===== src/rtl/alu_share_arb.sv =====
// alu_share_arb: shares one ALU between NUM_REQ requesters, one-entry response buffer.
// Define ALU_ARB_FIXED_PRIO_EN for fixed priority (lowest index wins) instead of round-robin.
package mypkg;
  typedef enum logic [3:0] {
    A_ADD  = 4'd0,
    A_SUB  = 4'd1,
    A_AND  = 4'd2,
    A_OR   = 4'd3,
    A_XOR  = 4'd4,
    A_SLL  = 4'd5,
    A_SRL  = 4'd6,
    A_SRA  = 4'd7,
    A_SLT  = 4'd8,
    A_SLTU = 4'd9
  } alu_op_e;
endpackage

module alu_share_arb
  import mypkg::*;
#(
  parameter int NUM_REQ = 2,
  parameter int ID_W    = $clog2(NUM_REQ)
) (
  input  logic                     clk_i,
  input  logic                     rst_ni,
  input  logic [NUM_REQ-1:0]       req_valid_i,
  output logic [NUM_REQ-1:0]       req_ready_o,
  input  alu_op_e [NUM_REQ-1:0]    req_op_i,
  input  logic [NUM_REQ-1:0][31:0] req_a_i,
  input  logic [NUM_REQ-1:0][31:0] req_b_i,
  output logic                     rsp_valid_o,
  input  logic                     rsp_ready_i,
  output logic [ID_W-1:0]          rsp_id_o,
  output logic [31:0]              rsp_data_o,
  output logic                     rsp_nz_o,
  output alu_op_e                  alu_op_o,
  output logic [31:0]              alu_a_o,
  output logic [31:0]              alu_b_o,
  input  logic [31:0]              alu_data_i,
  input  logic                     alu_nz_i
);
  typedef enum logic {S_EMPTY, S_FULL} state_e;

  state_e             state_q, state_d;
  logic [ID_W-1:0]    id_q, id_d;
  logic [31:0]        data_q, data_d;
  logic               nz_q, nz_d;
  logic [ID_W-1:0]    gnt_idx;
  logic [ID_W-1:0]    cand;
  logic               any_gnt;
  logic               space;
  logic               accept;
  logic [NUM_REQ-1:0] gnt;
`ifndef ALU_ARB_FIXED_PRIO_EN
  logic [ID_W-1:0]    last_q, last_d;
`endif

  always_comb begin
    any_gnt = 1'b0;
    gnt_idx = '0;
    cand    = '0;
`ifdef ALU_ARB_FIXED_PRIO_EN
    for (int i = NUM_REQ - 1; i >= 0; i--) begin
      cand = ID_W'(i);
      if (req_valid_i[cand]) begin
        any_gnt = 1'b1;
        gnt_idx = cand;
      end
    end
`else
    // Scan backwards so the port closest after last_q is written last and wins.
    for (int i = NUM_REQ; i >= 1; i--) begin
      cand = ID_W'((int'(last_q) + i) % NUM_REQ);
      if (req_valid_i[cand]) begin
        any_gnt = 1'b1;
        gnt_idx = cand;
      end
    end
`endif
  end

  always_comb begin
    gnt = '0;
    if (any_gnt) gnt[gnt_idx] = 1'b1;
  end

  assign space       = rst_ni & ((state_q == S_EMPTY) | rsp_ready_i);
  assign req_ready_o = gnt & {NUM_REQ{space}};
  assign accept      = |(req_valid_i & req_ready_o);

  always_comb begin
    alu_op_o = A_ADD;
    alu_a_o  = '0;
    alu_b_o  = '0;
    if (any_gnt) begin
      alu_op_o = req_op_i[gnt_idx];
      alu_a_o  = req_a_i[gnt_idx];
      alu_b_o  = req_b_i[gnt_idx];
    end
  end

  always_comb begin
    state_d = state_q;
    id_d    = id_q;
    data_d  = data_q;
    nz_d    = nz_q;
`ifndef ALU_ARB_FIXED_PRIO_EN
    last_d  = last_q;
`endif
    if (accept) begin
      state_d = S_FULL;
      id_d    = gnt_idx;
      data_d  = alu_data_i;
      nz_d    = alu_nz_i;
`ifndef ALU_ARB_FIXED_PRIO_EN
      last_d  = gnt_idx;
`endif
    end else if (state_q == S_FULL && rsp_ready_i) begin
      state_d = S_EMPTY;
    end
  end

  always_ff @(posedge clk_i or negedge rst_ni) begin
    if (!rst_ni) begin
      state_q <= S_EMPTY;
      id_q    <= '0;
      data_q  <= '0;
      nz_q    <= 1'b0;
`ifndef ALU_ARB_FIXED_PRIO_EN
      last_q  <= ID_W'(NUM_REQ - 1);
`endif
    end else begin
      state_q <= state_d;
      id_q    <= id_d;
      data_q  <= data_d;
      nz_q    <= nz_d;
`ifndef ALU_ARB_FIXED_PRIO_EN
      last_q  <= last_d;
`endif
    end
  end

  assign rsp_valid_o = (state_q == S_FULL);
  assign rsp_id_o    = id_q;
  assign rsp_data_o  = data_q;
  assign rsp_nz_o    = nz_q;

endmodule

===== config.mk =====
export PLATFORM = sky130hd
export DESIGN_NAME = alu_share_arb
export DESIGN_NICKNAME = d
export VERILOG_FILES = /design/src/rtl/alu_share_arb.sv
export SDC_FILE = /design/constraint.sdc
export NUM_CORES = 1
export LEC_CHECK = 0
export ABC_AREA = 1
export BUFFER_PORTS_ARGS = -buffer_cell sky130_fd_sc_hd__buf_2
export CORE_AREA = 2 2 108 110
export DETAILED_ROUTE_END_ITERATION = 10
export DIE_AREA = 0 0 110 112
export HOLD_SLACK_MARGIN = 0.08
export SETUP_SLACK_MARGIN = 0.02
export SYNTH_ARGS = -nofsm -noshare
export SYNTH_HDL_FRONTEND = slang
export SYNTH_SLANG_ARGS = --single-unit

===== constraint.sdc =====
create_clock -name clk_i -period 2.3 [get_ports clk_i]
set_input_delay 0.115 -clock clk_i [delete_from_list [all_inputs] [get_ports clk_i]]
set_output_delay 0.115 -clock clk_i [all_outputs]
set_load 0.01 [all_outputs]

==> impl_metrics.py <==
metrics = {
    "die": {
        "core_area_um2": 11200,
        "initial_core_util_pct": 22.3,
        "die_y_um": 112,
        "placement_rows": 39,
        "die-area_um2": 12300,
        "die_w_um": 110,
        "ios": 279,
    },
    "final_layout": {
        "drive_gt1_share_pct": 45.8,
        "design_area_um2": 4080,
        "area_delta_synth_final_pct": 63.5,
        "antenna_cells": 0,
        "layout.nets": 823,
    },
    "critical_path": {
        "cp-end-kind": "output pin",
        "crit_fanout": 68,
        "crit_type": "flop to output pin",
        "cp_data_required_time_ns": 2.18,
        "cp.arrival_ns": 1.87,
        "start_kind": "flop",
    },
    "clocking": {
        "post-cts-setup-buffers": 0,
        "cts_max_path_buffers": 2,
        "clock-root-buffer": "clkbuf_16",
        "cts.sinks": 36,
        "cts_buffers": 5,
        "clock_latency_ns": 0.27,
        "cts_tree": "done",
        "clk_pin_slew_ns": 0.05,
        "htree_levels": 2,
        "cts_resized": 0,
    },
    "routing": {
        "drt-initial-drc-count": 125,
        "antenna_left": 0,
        "post-route-drc-count": 0,
        "wl_per_cell_um": 12.8,
        "via_count": 3579,
        "wirelength_um": 10200,
        "viasPerCell": 4.51,
        "drtPass1Iterations": 4,
    },
    "sta": {
        "slew_viol_final": 0,
        "min_period_over_period_pct": 86.2,
        "worstMarginPinSlew_ns": 0.668,
        "fin_ws_ns": 0.318,
        "rsz0062_at_grt": "false",
        "hold_ws_ns": 0.0948,
        "max_freq_ghz": 0.505,
        "hold_viol_final": 0,
        "finalSetupViolations": 0,
        "slew_headroom_pct": 55.5,
        "min_period_ns": 1.98,
        "fin_skew_ns": 0.00477,
        "setup_tns_ns": 0,
    },
    "power": {
        "sw_frac_of_total_pct": 35.0,
        "power_mw": 2.34,
        "leakage_nw": 2.62,
        "clock_power_share_pct": 27.9,
        "p_per_area_nw_per_um2": 573,
        "p_seq_share_pct": 34.0,
        "irDropWorstVdd_mv": 0.476,
        "p_int_mw": 1.52,
        "comb_power_share_pct": 38.1,
        "power.switching_uw": 818,
    },
    "hold_path": {
        "hold_path.class": "primary input to flop",
    },
    "run": {
        "max_cap_violations": 0,
    },
    "synthesis": {
        "synthArstFlopShare_pct": 100,
        "synth_top_area_share_pct": 35.1,
        "synth_top_family_by_area": "simple AND/OR/NAND/NOR gates",
        "synth_compound_area_share_pct": 0,
        "syn_avg_cell_area_um2": 6.38,
        "synthTopCellsByArea": "dfrtp_1 35%, nand2_1 31%, nand3_1 14%, nand4_1 8.3%, buf_2 4.0%",
        "synthCells": 391,
        "synth_top_area_cell": "dfrtp_1",
        "synthAdderAreaFrac_pct": 0,
        "synth_xor_area_share_pct": 0,
        "syn_nets": 565,
        "synth_area_um2": 2490,
        "ys.flop_type": "dfrtp_1",
        "yosys_warnings": 0,
        "synth.top_cells.by_count": "208 x nand2_1, 69 x nand3_1, 35 x dfrtp_1",
        "synth_edf_count": 0,
        "yosys_register_bits": 36,
        "synth-seq-area-share_pct": 36.2,
        "yosysUniqueCellTypes": 15,
        "synthMuxAreaShare_pct": 0,
        "yosysMostFrequentCell": "nand2_1",
        "yosys.area_share.simple_pct": 55.0,
    },
    "global_route": {
        "grt_pass1_wl_um": 15000,
        "track_usage_pct": 15.0,
        "grt_max_degree": 69,
        "antenna_found_initial": 0,
        "grt_pass1_vias": 3302,
        "grt.overflow.total": 0,
    },
    "outcome": {
        "status": "completed",
    },
    "placed_design": {
        "dp_hpwl_um": 8020,
        "place.gp.congestion": 0.774,
        "post-place-ws_ns": 0.581,
        "numPortBuffers": 278,
        "dpl_cell_area_um2": 3930,
    },
}
[power by group through the flow]
| stage | logic, mW | clock network [mW] | registers, mW |
|---|---|---|---|
| finish | 0.891 | 0.652 | 0.797 |
| global route | 1.00 | 0.695 | 0.809 |
| CTS | 0.907 | 0.666 | 0.798 |
| detailed placement | 0.905 | 0 | 0.805 |
| global placement | 0.892 | 0 | 0.802 |
| floorplan | 0.419 | 0 | 0.851 |
[repair_timing]
action	in CTS	in global routing
endpoints found under the hold margin	35	0
hold buffers	1	0
endpoints found under the setup margin	0	0
[worst paths after layout]
kind,start,end,slack [ns],depth (start not counted)
max,last_q,alu_b_o[7],0.32,6
min,alu_data_i[17],rsp_data_o[17],0.09,3
max reg2reg,rsp_valid_o,rsp_data_o[4],0.78,4
min reg2reg,rsp_nz_o,rsp_nz_o,0.47,2
max in group asynchronous,rst_ni,last_q,1.40,3
min in group asynchronous,rst_ni,rsp_data_o[28],0.22,2
[cell usage in the layout, fill, tap and decap left out, types with 2 or more instances in the layout]
| cell type | synthesis | routed |
|---|---|---|
| inv_2 | 2 | 2 |
| buf_2 | 20 | 278 |
| buf_4 | 4 | 6 |
| clkbuf_16 | 0 | 5 |
| dfrtp_1 | 35 | 35 |
| inv_1 | 3 | 3 |
| nand4_1 | 33 | 33 |
| nand2_2 | 3 | 3 |
| nand2_1 | 208 | 208 |
| clkbuf_1 | 5 | 2 |
| nand3_1 | 69 | 69 |
[cell families (layout without fill, tap and decap cells)]
| family | Yosys count | in the layout |
|---|---|---|
| simple gates | 315 | 315 |
| flops | 36 | 36 |
| buf+inv | 40 | 299 |
[worst max-delay path, stage by stage, from the launching register on]
cell     delay [ns]
dfstp_2        0.53
nand2_2        0.05
nand2_2        0.06
buf_4          0.51
nand3_1        0.18
nand2_1        0.10
buf_2          0.14
[sequential cells by signal, summed over array words and instances, names as in the netlist]
name	count
rsp_data_o	32
last_q	1
rsp_id_o	1
rsp_nz_o	1
rsp_valid_o	1
[through the flow]
stage                     std cells  util, %
after floorplan                 391        -
after global placement          784     35.2
after detailed placement        784     35.2
after CTS                       793     36.5
after global routing            793     36.5
final                           793     36.5
[per-layer routing]
metal  global-route usage, %  share of wire [%]  routed length [µm]  vias up
met5                       0                  0                   0        -
met4                    2.70               0.67                  68        0
met3                    3.98                 10                1040        6
met2                    27.2                 49                4990      160
met1                    17.5                 40                4080     1625
li1                        -                  -                   -     1788
[layout make-up]
cell class,count,area (µm²)
Clock buffer,7,133
Clock inverter,1,8.76
Fill cell,1231,7090
Inverter,5,18.8
Multi-Input combinational cell,315,1370
Sequential cell,36,902
Tap cell,143,179
Timing Repair Buffer,286,1470
Note: power is estimated with default switching activity, not from simulation.
